--- config.mk ---
export PLATFORM = sky130hd
export DESIGN_NAME = multicycle_control_fsm
export DESIGN_NICKNAME = d
export VERILOG_FILES = /design/src/rtl/multicycle_control_fsm.sv
export SDC_FILE = /design/constraint.sdc
export NUM_CORES = 1
export LEC_CHECK = 0
export CAP_MARGIN = 20
export CORE_AREA = 2 2 50 52
export CTS_CLUSTER_DIAMETER = 80
export DETAILED_ROUTE_END_ITERATION = 12
export DIE_AREA = 0 0 52 54
export PLACE_DENSITY = 0.72
export SLEW_MARGIN = 20
export SYNTH_ARGS = -nofsm -noshare
export SYNTH_HDL_FRONTEND = slang
export SYNTH_SLANG_ARGS = --single-unit
--- constraint.sdc ---
create_clock -name clk -period 2.3 [get_ports clk]
set_input_delay 0.345 -clock clk [delete_from_list [all_inputs] [get_ports clk]]
set_output_delay 0.345 -clock clk [all_outputs]
set_load 0.01 [all_outputs]
--- src/rtl/multicycle_control_fsm.sv ---
// multicycle_control_fsm: LEGv8 multi-cycle Moore sequencer; define ILLEGAL_TRAP_EN to halt on illegal opcodes
module multicycle_control_fsm #(
  parameter int MEM_TIMEOUT = 15,
  parameter int TO_W = 4
) (
  input  logic        clk,
  input  logic        reset_n,
  input  logic [10:0] instruction_part,
  input  logic        zero,
  input  logic        mem_ready,
  output logic        Reg2Loc,
  output logic        ALUSrc,
  output logic        MemtoReg,
  output logic        RegWrite,
  output logic        MemRead,
  output logic        MemWrite,
  output logic        Branch,
  output logic [1:0]  ALUOp,
  output logic        IRWrite,
  output logic        PCWrite,
  output logic        instr_done,
  output logic        mem_err,
  output logic        illegal,
  output logic [3:0]  state
);
  typedef enum logic [3:0] {
    S_RESET  = 4'd0,
    S_FETCH  = 4'd1,
    S_DECODE = 4'd2,
    S_EXEC_R = 4'd3,
    S_ADDR   = 4'd4,
    S_MEM_RD = 4'd5,
    S_MEM_WR = 4'd6,
    S_WB_R   = 4'd7,
    S_WB_LD  = 4'd8,
    S_BRANCH = 4'd9
`ifdef ILLEGAL_TRAP_EN
    , S_HALT = 4'd10
`endif
  } state_t;
`ifdef ILLEGAL_TRAP_EN
  localparam state_t S_ILL = S_HALT;
`else
  localparam state_t S_ILL = S_FETCH;
`endif
  localparam logic [TO_W-1:0] LIM = TO_W'(MEM_TIMEOUT);
  state_t r_state, w_next;
  logic [TO_W-1:0] r_cnt;
  logic w_is_r, w_is_ld, w_is_st, w_is_cbz, w_wait, w_to;
  assign w_is_r   = (instruction_part & 11'b10011110111) == 11'b10001010000;
  assign w_is_ld  = instruction_part == 11'b11111000010;
  assign w_is_st  = instruction_part == 11'b11111000000;
  assign w_is_cbz = instruction_part[10:3] == 8'b10110100;
  assign w_wait   = r_state inside {S_FETCH, S_MEM_RD, S_MEM_WR};
  assign w_to     = w_wait && !mem_ready && (MEM_TIMEOUT != 0) && (r_cnt == LIM);
  assign state    = reset_n ? r_state : 4'd0;
  // state register and memory-wait counter, cleared on every state entry and on a timeout retry
  always_ff @(posedge clk) begin
    if (!reset_n) begin
      r_state <= S_RESET;
      r_cnt   <= '0;
    end else begin
      r_state <= w_next;
      r_cnt   <= (w_next != r_state || w_to) ? '0 : r_cnt + TO_W'(w_wait && !mem_ready);
    end
  end
  // next state and Moore control outputs, all forced low while reset is held
  always_comb begin
    w_next     = r_state;
    Reg2Loc    = 1'b0;
    ALUSrc     = 1'b0;
    MemtoReg   = 1'b0;
    RegWrite   = 1'b0;
    MemRead    = 1'b0;
    MemWrite   = 1'b0;
    Branch     = 1'b0;
    ALUOp      = 2'b00;
    IRWrite    = 1'b0;
    PCWrite    = 1'b0;
    instr_done = 1'b0;
    mem_err    = 1'b0;
    illegal    = 1'b0;
    if (reset_n) begin
      case (r_state)
        S_RESET: w_next = S_FETCH;
        S_FETCH: begin
          MemRead = 1'b1;
          IRWrite = mem_ready;
          PCWrite = mem_ready;
          mem_err = w_to;
          w_next  = mem_ready ? S_DECODE : S_FETCH;
        end
        S_DECODE: begin
          Reg2Loc = w_is_cbz || w_is_st;
          illegal = !(w_is_r || w_is_ld || w_is_st || w_is_cbz);
          w_next  = w_is_r ? S_EXEC_R : (w_is_ld || w_is_st) ? S_ADDR : w_is_cbz ? S_BRANCH : S_ILL;
        end
        S_EXEC_R: begin
          ALUOp  = 2'b10;
          w_next = S_WB_R;
        end
        S_WB_R: begin
          RegWrite   = 1'b1;
          instr_done = 1'b1;
          w_next     = S_FETCH;
        end
        S_ADDR: begin
          ALUSrc = 1'b1;
          w_next = w_is_ld ? S_MEM_RD : S_MEM_WR;
        end
        S_MEM_RD: begin
          MemRead = 1'b1;
          ALUSrc  = 1'b1;
          mem_err = w_to;
          w_next  = mem_ready ? S_WB_LD : w_to ? S_FETCH : S_MEM_RD;
        end
        S_WB_LD: begin
          RegWrite   = 1'b1;
          MemtoReg   = 1'b1;
          instr_done = 1'b1;
          w_next     = S_FETCH;
        end
        S_MEM_WR: begin
          MemWrite   = 1'b1;
          Reg2Loc    = 1'b1;
          ALUSrc     = 1'b1;
          instr_done = mem_ready;
          mem_err    = w_to;
          w_next     = (mem_ready || w_to) ? S_FETCH : S_MEM_WR;
        end
        S_BRANCH: begin
          Reg2Loc    = 1'b1;
          ALUOp      = 2'b01;
          Branch     = 1'b1;
          PCWrite    = zero;
          instr_done = 1'b1;
          w_next     = S_FETCH;
        end
`ifdef ILLEGAL_TRAP_EN
        S_HALT: begin
          illegal = 1'b1;
          w_next  = S_HALT;
        end
`endif
        default: w_next = S_RESET;
      endcase
    end
  end
endmodule

# Yosys cells after proc, flatten, opt, wreduce, memory -nomap -nowiden
# Index checks and enable logic that the tools add are counted.
[word_totals]
ff_bits = 8
output_inout_bits = 18
inputBits = 15
elab_cells = 77
[op_classes]
reduce_logical = 21
bitwise_logic = 1
eq_ne = 15
n_mux = 37
n_addsub = 1
[ops]
columns = ["op", "count"]
rows = [
  ["4-bit one-hot mux with 7 select lines", 1],
  ["4-bit two-way mux", 6],
  ["11-bit == test, second input constant", 2],
  ["1-bit two-way mux", 21],
  ["4-bit by 3-bit == test with 1-bit output, second input constant", 4],
  ["8-bit == test, second input constant", 2],
  ["4-bit == test, second input constant", 3],
  ["3-bit OR reduction", 3],
  ["4-bit by 2-bit == test with 1-bit output, second input constant", 2],
  ["2-bit OR reduction", 4],
  ["1-bit logical OR", 7],
  ["2-bit two-way mux", 3],
  ["3-bit two-way mux", 2],
  ["1-bit one-hot mux with 2 select lines", 3],
  ["4-bit by 1-bit adder with 4-bit output", 1],
  ["4-bit by 1-bit == test with 1-bit output, second input constant", 1],
  ["4-bit zero test", 1],
  ["4-bit inequality test", 1],
  ["2-bit one-hot mux with 2 select lines", 1],
  ["4-bit OR reduction", 1],
  ["3-bit nonzero test", 1],
  ["1-bit logical AND", 2],
  ["1-bit zero test", 2],
  ["1-bit NOT", 1],
]

# Longest topological paths before layout
# Gate-level depths: netlist of the first run.
[depth]
word_depth = 11
mapped_depth = 6
depth_no_buf = 6

# Worst setup path after synthesis of the first run
# Ideal clock, no wire load.
[synth_timing]
path_type = "reg2out"
startpoint = "register r_state[1]"
endpoint = "output port RegWrite"
setup_slack_ps = 596
t_required_ps = 1955
stages_incl_launch_ff = 6
path_buffers = 2
arrival_time_ps = 1359
path_cell_list = "dfxtp_1 > buf_6 > clkbuf_1 > nand2_1 > or3_1 > a21oi_1"
[synth_between]
elab_chain_len = 4
elab_cells_between_ends = 5
cone_classes = "eq/ne (2); mux (2); reduce/logical (1)"
[synth_lines]
columns = ["item", "line_no", "source"]
rows = [
  ["start, declared", "47", "state_t r_state, w_next;"],
  ["start signal, assigned", "63", "r_state <= w_next;"],
  ["4-bit == test / 4-bit by 3-bit == test with 1-bit output (equally long branches)", "84", "case (r_state)"],
  ["2-bit OR reduction (no source line) (*)", "-", ""],
  ["1-bit two-way mux (*)", "84", ""],
  ["1-bit two-way mux (*)", "83", "if (reset_n) begin"],
  ["end, declared", "14", "output logic RegWrite,"],
]
# Mark *: on every way between the ends. The rest lies on a longest branch, timed or not.

# Worst setup path in the final report of the first run
[layout_timing]
startpoint = "input port instruction_part[4]"
endpoint = "output port Reg2Loc"
[layout_between]
elab_chain_len = 4
elab_cells_between_ends = 5
cone_classes = "eq/ne (2); mux (2); reduce/logical (1)"
[layout_lines]
columns = ["item", "line_no", "source"]
rows = [
  ["start, declared", "8", "input logic [10:0] instruction_part,"],
  ["11-bit == test / 8-bit == test (equally long branches)", "52, 53", ""],
  ["1-bit logical OR (*)", "94", "Reg2Loc = w_is_cbz || w_is_st;"],
  ["1-bit one-hot mux with 2 select lines (*)", "84", ""],
  ["1-bit two-way mux (*)", "83", ""],
  ["end, declared", "11", "output logic Reg2Loc,"],
]
# Marked as above.

==> out/summary.txt, run 1 <==
Outcome = completed
Crit share post-route = 0.982
Clk Latency, worst-skew pair = 250 ps
Worst R2R Start = r_state[2]
Die X = 52 um
RSZ-0062 raised after global routing = true
CP max-delay cell = clkdlybuf4s50_1
Gr busiest metal = met2
Synth area leader = dfxtp_1
VDD IR max = 0.439 mV
YS warnings = 0
Path type of the worst min-delay path = reg2reg
R2R setup slack = 470 ps
Tmin final = 2260 ps
Max H-tree Level = 1
GRT Total Usage = 0.207
Number of I/O pins = 33
Achievable Freq = 443 MHz
CP endpoint kind = output pin
Cells along the critical path = clkdlybuf4s50_1 -> and4b_1 -> nor2b_1 -> and3_4 -> o31ai_2 -> a21oi_1 -> dlygate4sd2_1
Arrival time worst endpoint = 1910 ps
Initial antenna violation count = 0
Largest net degree at the start of global routing = 22
Post-synthesis instance area = 875 um^2
Clock buffer depth = 2
Gate Count Post-Synth = 115
Clock sink total = 8
Cell variety after synth = 51
RR Endpoint = r_cnt[1]
Fin util = 0.607
CTS tree = yes
Starting Density = 0.377
Buffers on Ports = 32
Fin. max-slew vios = 0
Area growth syn-to-layout = 61.1%
Met3 GRT Util = 0.0250
Area of the die = 2810 um^2
DRT antenna net count = 0
Num CTS Buffers = 3
Vias per inst = 5.55
Leak Pwr = 0.621 nW
Met2 Use GR = 0.361
ANT cells = 0
Worst EP required = 1960 ps
PnR worst setup slack = 42.2 ps
DP HPWL = 2.09 mm
Clock transition at path regs = 50 ps
Least-Margin Pin Slew = 573 ps
GRT overflow = 0
Pre-Repair DR Iteration Count = 4
Cell Rows = 18
Clock skew = 5.13 ps
DRC = 0
Vias in the first global route = 1025
Most instantiated cells after synthesis = nor2_1 (9), dfxtp_1 (8), nand3_1 (7), nor3_1 (7)
Worst-path maximum fanout = 3
Power density cells = 503 nW/um^2
Gpl congestion = 0.798
Initial drt markers = 14
Routed len/inst = 13.5 um
Share of layout cells above drive strength 1 = 0.250
Core area = 2320 um^2
Rel. slew slack = 0.615
Final setup fails = 0
Post-layout net count = 183
Worst Setup SP = instruction_part[4]
HP Start = r_cnt[3]
DR vias = 1077
Top post-synthesis cells by area = dfxtp_1 (18%), nor2b_1 (4.3%), nand3_1 (4.0%)
Flops & latches, synth = 8
Hold worst-path end = r_cnt[3]
Async set-reset flop share out of synthesis = 0
Clock root cell = clkbuf_4
Max-cap violations = 0
Worst r2r path cells = 7
Crit start category = input port
Worst Hold Path Cells = 2
CP Buf/Inv Count = 2
Final hold viol count = 0
Cell with the most instances after synthesis = nor2_1
Syn Nets = 132
Final wirelength = 2.62 mm
Grt met1 use = 0.248
Post-place setup slack = -225 ps
First-pass GRT wire length = 4.41 mm
Slowest cell delay on critical path = 460 ps
Synth top area share = 0.183
Die height = 54 um
EDFF count, synth = 0
Syn avg cell area = 7.61 um^2
Worst Path Class, Setup = in2out
Ys flop type = dfxtp_1
Setup_tns = 0 ps
Sequential element share of the synthesized area = 0.183
Kind of cell adding the most delay to the critical path = buffers and inverters
[timing repair]
action,CTS,global route
gates resized for setup,9,8
buffers inserted,1,1
gates cloned,0,0
hold buffers,0,0
setup endpoints to repair,6,7
[power by group]
group          internal, mW  total, mW  switching (mW)
Clock                0.0593      0.102          0.0422
Sequential            0.158      0.173          0.0151
Combinational         0.207      0.433           0.227
Total                 0.424      0.708           0.284
[cell usage in the layout (no fill, tap or decap), drive strengths merged, types with 2 or more instances in the layout]
cell | Yosys | final
nor2b | 6 | 6
nor2 | 9 | 9
dlygate4sd2 | 0 | 3
a21o | 2 | 2
ha | 2 | 2
dfxtp | 8 | 8
nand4b | 2 | 2
nand3b | 2 | 2
nor3b | 5 | 5
a21oi | 6 | 6
o21ai | 4 | 4
nand2b | 3 | 3
nand4 | 2 | 2
and2 | 5 | 5
a211oi | 2 | 2
dlymetal6s2s | 0 | 4
buf | 7 | 22
clkdlybuf4s50 | 0 | 25
clkbuf | 1 | 3
nor3 | 7 | 7
inv | 3 | 3
nand3 | 7 | 7
nand2 | 6 | 6
and3 | 3 | 3
[worst register-to-register path, cell delays in order, from the launching register on]
cell and delay, ps:
dfxtp_1 320, buf_6 150, or3b_2 490, buf_4 160
nor2_1 110, nor3b_1 80, mux2i_1 310, nor3b_1 100
[cells by family after synthesis]
kind of cell	Yosys count	share of synthesized area
flip-flops	8	0.183
AND/OR/NAND/NOR	63	0.432
XOR/XNOR	2	0.0200
buffers and inverters	11	0.0772
multiplexers	1	0.0114
adder cells (fa/ha/maj)	3	0.0415
AO/OA/AOI/OAI	27	0.235
[final cells by class]
type	count	area, um^2
Multi-Input combinational cell	96	677
Clock buffer	3	22.5
Fill cell	227	911
Sequential cell	8	161
Inverter	3	11.3
Tap cell	30	37.5
Timing Repair Buffer	54	499
[state kept, by name, summed over array words and instances, names as in the netlist]
register	flops
r_cnt	4
r_state	4
[metrics by stage]
stage	power (mW)	std cells	hold WS (ps)	area [um^2]
2_1_floorplan	0.428	115	491	875
3_3_place_gp	0.576	189	581	1330
3_5_place_dp	0.589	189	603	1330
4_1_cts	0.702	193	613	1370
5_1_grt	0.762	194	629	1410
6_report	0.708	194	620	1410
[worst max path at each step]
| stage | cells past startpoint | slack (ps) | endpoint |
|---|---|---|---|
| 2_1_floorplan | 5 | 600 | RegWrite |
| 3_3_place_gp | 7 | -190 | Reg2Loc |
| 3_5_place_dp | 7 | -220 | Reg2Loc |
| 4_1_cts | 5 | 4 | mem_err |
| 5_1_grt | 5 | -60 | PCWrite |
| 6_report | 7 | 40 | Reg2Loc |
[per-layer routing]
| layer | up-vias | part of all wire |
|---|---|---|
| li1 | 534 | - |
| met3 | 5 | 0.057 |
| met5 | - | 0 |
| met2 | 30 | 0.51 |
| met1 | 508 | 0.42 |
| met4 | 0 | 0.014 |
Power figures use the tool's default switching activity.
==> inputs of run 2 (changes only) <==
CTS_CLUSTER_DIAMETER = default   (was 80)
==> results of run 2 <==
No change in the layout: final DEF, timing and power equal those of run 1.
